--- config.mk ---
export PLATFORM = sky130hd
export DESIGN_NAME = arbiter_n2_xfer
export DESIGN_NICKNAME = d
export VERILOG_FILES = /design/src/rtl/arbiter_n2_pkg.sv /design/src/rtl/arbiter_n2_out_reg.sv /design/src/rtl/arbiter_n2_xfer.sv
export SDC_FILE = /design/constraint.sdc
export NUM_CORES = 1
export LEC_CHECK = 0
export ABC_CLOCK_PERIOD_IN_PS = 2200
export CAP_MARGIN = 20
export CORE_ASPECT_RATIO = 1.25
export CORE_MARGIN = 2
export CORE_UTILIZATION = 40
export DETAILED_ROUTE_END_ITERATION = 12
export PLACE_DENSITY = 0.81
export SLEW_MARGIN = 20
export SYNTH_ARGS = -nofsm -noshare
export SYNTH_HDL_FRONTEND = slang
export SYNTH_SLANG_ARGS = --single-unit
--- constraint.sdc ---
create_clock -name clk -period 2.2 [get_ports clk]
set_clock_uncertainty 0.2 [all_clocks]
set_input_delay 0.44 -clock clk [delete_from_list [all_inputs] [get_ports clk]]
set_output_delay 0.44 -clock clk [all_outputs]
set_load 0.02 [all_outputs]
--- src/rtl/arbiter_n2_pkg.sv ---
// Shared types and defaults for the 2-requester arbiter and its transfer stage.
package arbiter_n2_pkg;

  localparam int unsigned DEF_DW        = 32;
  localparam int unsigned DEF_MAX_BEATS = 16;
  localparam int unsigned DEF_CW        = 16;

  typedef logic [1:0] gnt_t;

  localparam gnt_t NO_GNT = 2'b00;
  localparam gnt_t GNT0   = 2'b01;
  localparam gnt_t GNT1   = 2'b10;

  typedef enum logic [1:0] {
    X_IDLE,
    X_S0,
    X_S1,
    X_DRAIN
  } xfer_state_t;

  function automatic gnt_t src_onehot(input logic src);
    return src ? GNT1 : GNT0;
  endfunction

endpackage

--- src/rtl/arbiter_n2_out_reg.sv ---
// One-entry valid/ready output register carrying payload, last flag and source id.
module arbiter_n2_out_reg
  import arbiter_n2_pkg::*;
#(
  parameter int unsigned DW = DEF_DW
) (
  input  logic          clk,
  input  logic          rst,
  input  logic          load,
  input  logic [DW-1:0] in_data,
  input  logic          in_last,
  input  logic          in_src,
  output logic          in_ready,
  output logic          valid,
  output logic [DW-1:0] data,
  output logic          last,
  output logic          src,
  input  logic          ready
);

  // Accept a new beat when empty or when the held beat leaves this cycle.
  assign in_ready = !valid || ready;

  always_ff @(posedge clk or negedge rst) begin
    if (!rst) begin
      valid <= 1'b0;
      data  <= '0;
      last  <= 1'b0;
      src   <= 1'b0;
    end else if (load) begin
      valid <= 1'b1;
      data  <= in_data;
      last  <= in_last;
      src   <= in_src;
    end else if (ready) begin
      valid <= 1'b0;
    end
  end

endmodule

--- src/rtl/arbiter_n2_xfer.sv ---
// Forwards the granted source's burst to a shared master port; pulses done per source.
// Optional burst counters are enabled by defining ARBITER_N2_XFER_PERF_EN.
module arbiter_n2_xfer
  import arbiter_n2_pkg::*;
#(
  parameter int unsigned DW        = DEF_DW,
  parameter int unsigned MAX_BEATS = DEF_MAX_BEATS,
  parameter int unsigned CW        = DEF_CW
) (
`ifdef ARBITER_N2_XFER_PERF_EN
  output logic [CW-1:0] burst_cnt0,
  output logic [CW-1:0] burst_cnt1,
`endif
  input  logic          clk,
  input  logic          rst,
  input  gnt_t          gnt,
  input  logic [DW-1:0] s0_data,
  input  logic          s0_valid,
  input  logic          s0_last,
  output logic          s0_ready,
  input  logic [DW-1:0] s1_data,
  input  logic          s1_valid,
  input  logic          s1_last,
  output logic          s1_ready,
  output logic [DW-1:0] m_data,
  output logic          m_valid,
  output logic          m_last,
  output logic          m_src,
  input  logic          m_ready,
  output logic [1:0]    done,
  output logic          err
);

  localparam int unsigned BCW = $clog2(MAX_BEATS + 1);

  xfer_state_t    state;
  gnt_t           gnt_q;
  gnt_t           gnt_edge;
  logic [BCW-1:0] beat_cnt;

  logic           in_ready;
  logic           sel_valid;
  logic           sel_last;
  logic [DW-1:0]  sel_data;
  logic           accept;
  logic           overflow;
  logic           final_hs;

  assign gnt_edge = gnt & ~gnt_q;

  always_comb begin
    s0_ready  = 1'b0;
    s1_ready  = 1'b0;
    sel_valid = 1'b0;
    sel_last  = 1'b0;
    sel_data  = '0;
    case (state)
      X_S0: begin
        s0_ready  = in_ready;
        sel_valid = s0_valid;
        sel_last  = s0_last;
        sel_data  = s0_data;
      end
      X_S1: begin
        s1_ready  = in_ready;
        sel_valid = s1_valid;
        sel_last  = s1_last;
        sel_data  = s1_data;
      end
      default: ;
    endcase
  end

  assign accept   = sel_valid && in_ready && (state == X_S0 || state == X_S1);
  // The MAX_BEATS-th beat without last terminates the burst with a forced last.
  assign overflow = accept && !sel_last && (beat_cnt == BCW'(MAX_BEATS - 1));
  assign final_hs = (state == X_DRAIN) && m_valid && m_ready && m_last;
  assign done     = final_hs ? src_onehot(m_src) : NO_GNT;

  arbiter_n2_out_reg #(
    .DW(DW)
  ) u_out_reg (
    .clk      (clk),
    .rst      (rst),
    .load     (accept),
    .in_data  (sel_data),
    .in_last  (sel_last || overflow),
    .in_src   (state == X_S1),
    .in_ready (in_ready),
    .valid    (m_valid),
    .data     (m_data),
    .last     (m_last),
    .src      (m_src),
    .ready    (m_ready)
  );

  always_ff @(posedge clk or negedge rst) begin
    if (!rst) begin
      state    <= X_IDLE;
      gnt_q    <= NO_GNT;
      beat_cnt <= '0;
      err      <= 1'b0;
    end else begin
      gnt_q <= gnt;
      if (gnt == 2'b11) begin
        err <= 1'b1;
      end
      case (state)
        X_IDLE: begin
          if (gnt_edge == 2'b11) begin
            err <= 1'b1;
          end else if (gnt_edge[0]) begin
            state <= X_S0;
          end else if (gnt_edge[1]) begin
            state <= X_S1;
          end
        end
        X_S0, X_S1: begin
          if (gnt_edge != NO_GNT) begin
            err <= 1'b1;
          end
          if (accept) begin
            beat_cnt <= beat_cnt + 1'b1;
            if (sel_last || overflow) begin
              state <= X_DRAIN;
            end
          end
          if (overflow) begin
            err <= 1'b1;
          end
        end
        X_DRAIN: begin
          if (gnt_edge != NO_GNT) begin
            err <= 1'b1;
          end
          if (final_hs) begin
            beat_cnt <= '0;
            state    <= X_IDLE;
          end
        end
        default: state <= X_IDLE;
      endcase
    end
  end

`ifdef ARBITER_N2_XFER_PERF_EN
  always_ff @(posedge clk or negedge rst) begin
    if (!rst) begin
      burst_cnt0 <= '0;
      burst_cnt1 <= '0;
    end else begin
      if (done[0] && burst_cnt0 != '1) begin
        burst_cnt0 <= burst_cnt0 + 1'b1;
      end
      if (done[1] && burst_cnt1 != '1) begin
        burst_cnt1 <= burst_cnt1 + 1'b1;
      end
    end
  end
`endif

endmodule

== After elaboration in Yosys (flattened, before gate mapping) ==
Cells that the tools add are included.

* Register bits after elaboration: 45
* Bits of input ports: 73
* Output and inout bits: 40
* Word-level logic and storage cells: 65

* $add $sub $neg: 1
* Equal/unequal tests: 11
* Multiplexer cells: 24
* Bitwise operators: 2
* Reductions and logical operators: 19

{| class="wikitable"
|+ Operators with widths
! kind !! number
|-
| 32-bit one-hot mux with 2 select lines || 1
|-
| 2-bit two-way mux || 8
|-
| 5-bit two-way mux || 2
|-
| 5-bit one-hot mux with 2 select lines || 1
|-
| 2-bit equality test, second input constant || 4
|-
| 1-bit two-way mux || 8
|-
| 1-bit logical AND || 7
|-
| 2-bit != test, second input constant || 3
|-
| 2-bit one-hot mux with 3 select lines || 1
|-
| 2-bit nonzero test || 3
|-
| 5-bit by 1-bit adder with 5-bit output, second input constant || 1
|-
| 5-bit by 4-bit equality test with 1-bit output, second input constant || 1
|-
| 5-bit AND reduction || 1
|-
| 1-bit one-hot mux with 2 select lines || 2
|-
| 1-bit logical OR || 3
|-
| 3-bit != test, second input constant || 1
|-
| 1-bit one-hot mux with 3 select lines || 1
|-
| 3-bit AND reduction || 1
|-
| 2-bit AND || 1
|-
| 2-bit by 1-bit equality test with 1-bit output, second input constant || 1
|-
| 1-bit zero test || 2
|-
| 2-bit zero test || 1
|-
| 2-bit by 1-bit != test with 1-bit output, second input constant || 1
|-
| 2-bit NOT || 1
|-
| 2-bit OR reduction || 1
|}

== Depth between registers and ports, before layout ==
* Depth after elaboration: 10
* Mapped depth: 7
* Mapped depth without buffers: 7

== Cells and area by module ==
Synthesis repeated with hierarchy kept, for this count alone.

* Cell total of the unflattened synthesis: 228
* Area, all modules: 2665.1 um^2

{| class="wikitable"
|+ By module, submodules not included
! module !! instances !! cells an instance !! area each (um^2) !! sequential area each (um^2)
|-
| arbiter_n2_out_reg || 1 || 75 || 1451.4 || 875.8
|-
| arbiter_n2_xfer || 1 || 153 || 1213.7 || 250.2
|}

== Worst setup path before layout ==
No wires, ideal clock.

* Path type: flip-flop to flip-flop
* From: register state[0]
* To: register beat_cnt[2]
* Library setup time: 0.119 ns
* Data arrival time: 1.529 ns
* Setup slack: 0.351 ns
* Cell stages (with the launch flop): 8
* Path buffers: 1
* Clock period less this slack: 1.849 ns
* Cells stage by stage: dfrtp_1 inv_1 ha_1 clkbuf_1 nor3_1 a31o_2 a21oi_1 o21ba_2

* Longest elaborated chain between the ends: 6
* Elaborated cells on any way between the ends: 16
* Classes of those cells: 5 x eq/ne; 2 x mux; 9 x reduce/logical

{| class="wikitable"
|+ RTL lines
! what !! RTL line !! RTL
|-
| start, declared || arbiter_n2_xfer.sv:36 || <nowiki>xfer_state_t state;</nowiki>
|-
| start signal, assigned || arbiter_n2_xfer.sv:99 || <nowiki>state <= X_IDLE;</nowiki>
|-
| start signal, assigned || arbiter_n2_xfer.sv:113 || <nowiki>state <= X_S0;</nowiki>
|-
| start signal, assigned || arbiter_n2_xfer.sv:115 || <nowiki>state <= X_S1;</nowiki>
|-
| 2-bit equality test, or another cell as far along || arbiter_n2_xfer.sv:57, arbiter_n2_xfer.sv:74, arbiter_n2_xfer.sv:108 ||
|-
| 1-bit one-hot mux with 2 select lines or 1-bit logical AND (tied branches) || arbiter_n2_xfer.sv:57, arbiter_n2_xfer.sv:77 ||
|-
| 1-bit logical AND (on tied branches) (2 in series) || arbiter_n2_xfer.sv:74, arbiter_n2_xfer.sv:77 ||
|-
| 2-bit != test (no source line) || - ||
|-
| 3-bit AND reduction (no source line) || - ||
|-
| end signal, assigned || arbiter_n2_xfer.sv:123 || <nowiki>beat_cnt <= beat_cnt + 1'b1;</nowiki>
|-
| end, declared || arbiter_n2_xfer.sv:39 || <nowiki>logic [BCW-1:0] beat_cnt;</nowiki>
|}

Parallel ways exist; a longest one is shown, timed or not.
A chain may end at the register's enable or synchronous reset.

== Worst setup path in the final report ==
* From: register beat_cnt[0]
* To: register state[1]

* Longest elaborated chain between the ends: 5

{| class="wikitable"
|+ RTL lines
! what !! RTL line !! RTL
|-
| 5-bit by 4-bit equality test with 1-bit output || arbiter_n2_xfer.sv:76 || <nowiki>assign overflow = accept && !sel_last && (beat_cnt == BCW'(MAX_BEATS - 1));</nowiki>
|-
| 1-bit logical AND || arbiter_n2_xfer.sv:76 ||
|-
| 1-bit logical OR || arbiter_n2_xfer.sv:124 || <nowiki>if (sel_last || overflow) begin</nowiki>
|-
| 2-bit by 1-bit != test with 1-bit output (no source line) || - ||
|-
| 5-bit AND reduction (no source line) || - ||
|-
| end signal, assigned || arbiter_n2_xfer.sv:125 || <nowiki>state <= X_DRAIN;</nowiki>
|-
| end signal, assigned || arbiter_n2_xfer.sv:138 || <nowiki>state <= X_IDLE;</nowiki>
|-
| end signal, assigned || arbiter_n2_xfer.sv:141 || <nowiki>default: state <= X_IDLE;</nowiki>
|}

No other way between the ends.

==> impl_metrics.yaml <==
global_route:
  grt_first_pass_wirelength_um: 9639
  top_usage_layer: "met2"
  grt_max_degree: 33
  gr-total-overflow: 0
  grtUsageMet3: 0.04419
  met1_usage: 0.2404
  grt_pass1_vias: 2061
  antenna_found_initial: 0
  grt_usage: 0.1973
  grtUsageMet2: 0.3456
setup_path:
  r2r_slack_ps: 130
  crit_start: "beat_cnt[0]"
  reg2reg_to: "state[1]"
  cp_max_fo: 3
  crit_required_ps: 2200
  arrival_ps: 2070
  critPathKind: "reg -> reg"
  critPathLaunchType: "flop"
  rr_worst_depth: 7
  r2r_start: "beat_cnt[0]"
  endpoint_kind: "flop"
logic_synthesis:
  synth.avg_cell_area_um2: 10.20
  yosysUniqueCellTypes: 35
  synth_top_area_cell: "dfrtp_1"
  ys_ff_latch: 45
  ys_warn_count: 0
  syn_nets: 295
  synth_area_leaders: "dfrtp_1 (51%), a22oi_1 (11%), nand2_1 (6.0%)"
  yosysMostFrequentCell: "dfrtp_1"
  ys_seq_area_frac: 0.5134
  syn_inst: 215
  synth_edf_count: 0
  async_flop_share: 1.000
  synth_area_um2: 2193
  synth_top_cells_by_count: "dfrtp_1 (45), nand2_1 (35), a22oi_1 (33)"
  synth_top_area_share: 0.5134
  ys.flop_type: "dfrtp_1"
status:
  status: "finished, final reports clean"
timing:
  finalSetupViolCount: 0
  timing.final.crit_share: 0.9390
  slew_viol_final: 0
  setup-tns-final_ps: 0
  fmax_ghz: 0.4841
  slew_headroom: 0.6316
  fin_hold_ws_ps: 285.0
  fin_crit_ps: 2066
  rsz0062_at_grt: "no"
  tightest_slew_ps: 552.5
  final_hold_viol_count: 0
power:
  p_leak_uw: 0.001519
  power_density_nw_per_um2: 1423
  ir_drop_v: 0.0007491
layout:
  fillers: 454
  nets: 413
  antenna_cells: 0
  layout-drive-gt1-share: 0.1138
  syn2layout_area_growth_pct: 61.21
  final_core_util: 0.6587
  stdcell_count: 398
  regArea_um2: 1126
  multiInputGateArea_um2: 996.0
clock_network:
  max-clock-path-buffers: 2
  cts_tree: "yes"
  clock_latency_ps: 290
  cts_sinks: 45
  cts-root-buf: "clkbuf_8"
  clkTransAtPathRegs_ps: 80
  cts_max_level: 2
  cts_buffers: 5
detailed_routing:
  first_iter_violations: 84
  ant_nets: 0
  firstDrtPassIters: 4
  vias: 2078
  viasPerCell: 5.221
  wl_um: 5923
  wl_per_cell_um: 14.88
  drc: 0
flow_run:
  max_cap_viol_count: 0
die:
  die_x_um: 70.23
  num_io_pins: 113
  die_h_um: 86.79
  dieArea_um2: 6095
  start_util: 0.4086
  rows: 30
  core-area_um2: 5368
placement:
  gp_congestion: 0.7758
  port_buffers: 112
  hpwl_um: 4559
  dp.cells: 388
min_path:
  holdPathStages: 2
  hp-start: "u_out_reg.data[27]"
  hp-class: "reg -> reg"
  holdPathEnd: "u_out_reg.data[27]"
metal layers:
metal	vias up	part of all wire
met5	-	0
met4	0	0.019
met3	11	0.054
met2	66	0.52
met1	990	0.41
li1	1011	-
what timing repair did:
item | CTS | global route
setup buffers | 0 | 1
pin swaps | 0 | 1
hold buffers | 1 | 0
resized for setup | 8 | 9
hold endpoints to repair | 22 | 0
setup endpoints to repair | 4 | 5
area by class of cell:
type	count	area share
Multi-Input combinational cell	150	0.2817
Inverter	4	0.004246
Clock inverter	2	0.002831
Tap cell	64	0.02265
Sequential cell	45	0.3185
Clock buffer	6	0.02052
Timing Repair Buffer	127	0.3496
worst max path at each step:
stage                             end  slack [ps]
after detailed placement      done[1]        -300
after floorplan           beat_cnt[2]         350
after global routing         state[1]           2
final                        state[1]         130
after global placement        done[1]        -280
after CTS                    s1_ready          10
kinds of logic after synthesis:
| family | Yosys count | synth area share |
|---|---|---|
| xor gates and xnor gates | 1 | 0.003994 |
| and+or+nand+nor | 53 | 0.1147 |
| adders and majority gates | 7 | 0.03993 |
| muxes | 6 | 0.03080 |
| AOI/OAI and AO/OA | 83 | 0.2561 |
| DFF | 45 | 0.5134 |
| buffers and inverters | 20 | 0.04107 |
cells in the final DEF (no fill, tap or decap), types with 3 or more instances in the layout:
master,count
nand2_1,35
mux2i_1,3
o21ai_0,26
clkdlybuf4s50_1,107
inv_1,4
a21oi_1,3
o21ai_1,9
and3_1,3
ha_1,6
clkbuf_8,5
buf_4,12
a22oi_1,33
dfrtp_1,45
buf_2,3
power breakdown:
part           internal (uW)  total (uW)  switching [uW]
logic                   1480        3090            1610
clock network            220         482             262
registers               1240        1460             224
total                   2940        5030            2090
sequential cells by signal, summed over array words and instances (netlist names):
register,cells
u_out_reg.data,32
beat_cnt,5
gnt_q,2
state,2
err,1
u_out_reg.last,1
u_out_reg.src,1
u_out_reg.valid,1
stage by stage:
| stage | setup WS [ps] | area (um^2) | total power [uW] |
|---|---|---|---|
| 2_1_floorplan | 351.5 | 2193 | 3247 |
| 3_3_place_gp | -281.0 | 3437 | 4480 |
| 3_5_place_dp | -303.9 | 3437 | 4578 |
| 4_1_cts | 13.34 | 3530 | 5054 |
| 5_1_grt | 1.723 | 3536 | 5425 |
| 6_report | 134.2 | 3536 | 5030 |
critical path: stages (launching register included):
cell      delay [ps]
dfrtp_1          390
ha_2             200
and3_1           180
ha_1             170
a221o_1          140
nand3_1          130
a221oi_4         320
mux2i_1          260
Note: power is estimated with default switching activity, not from simulation.
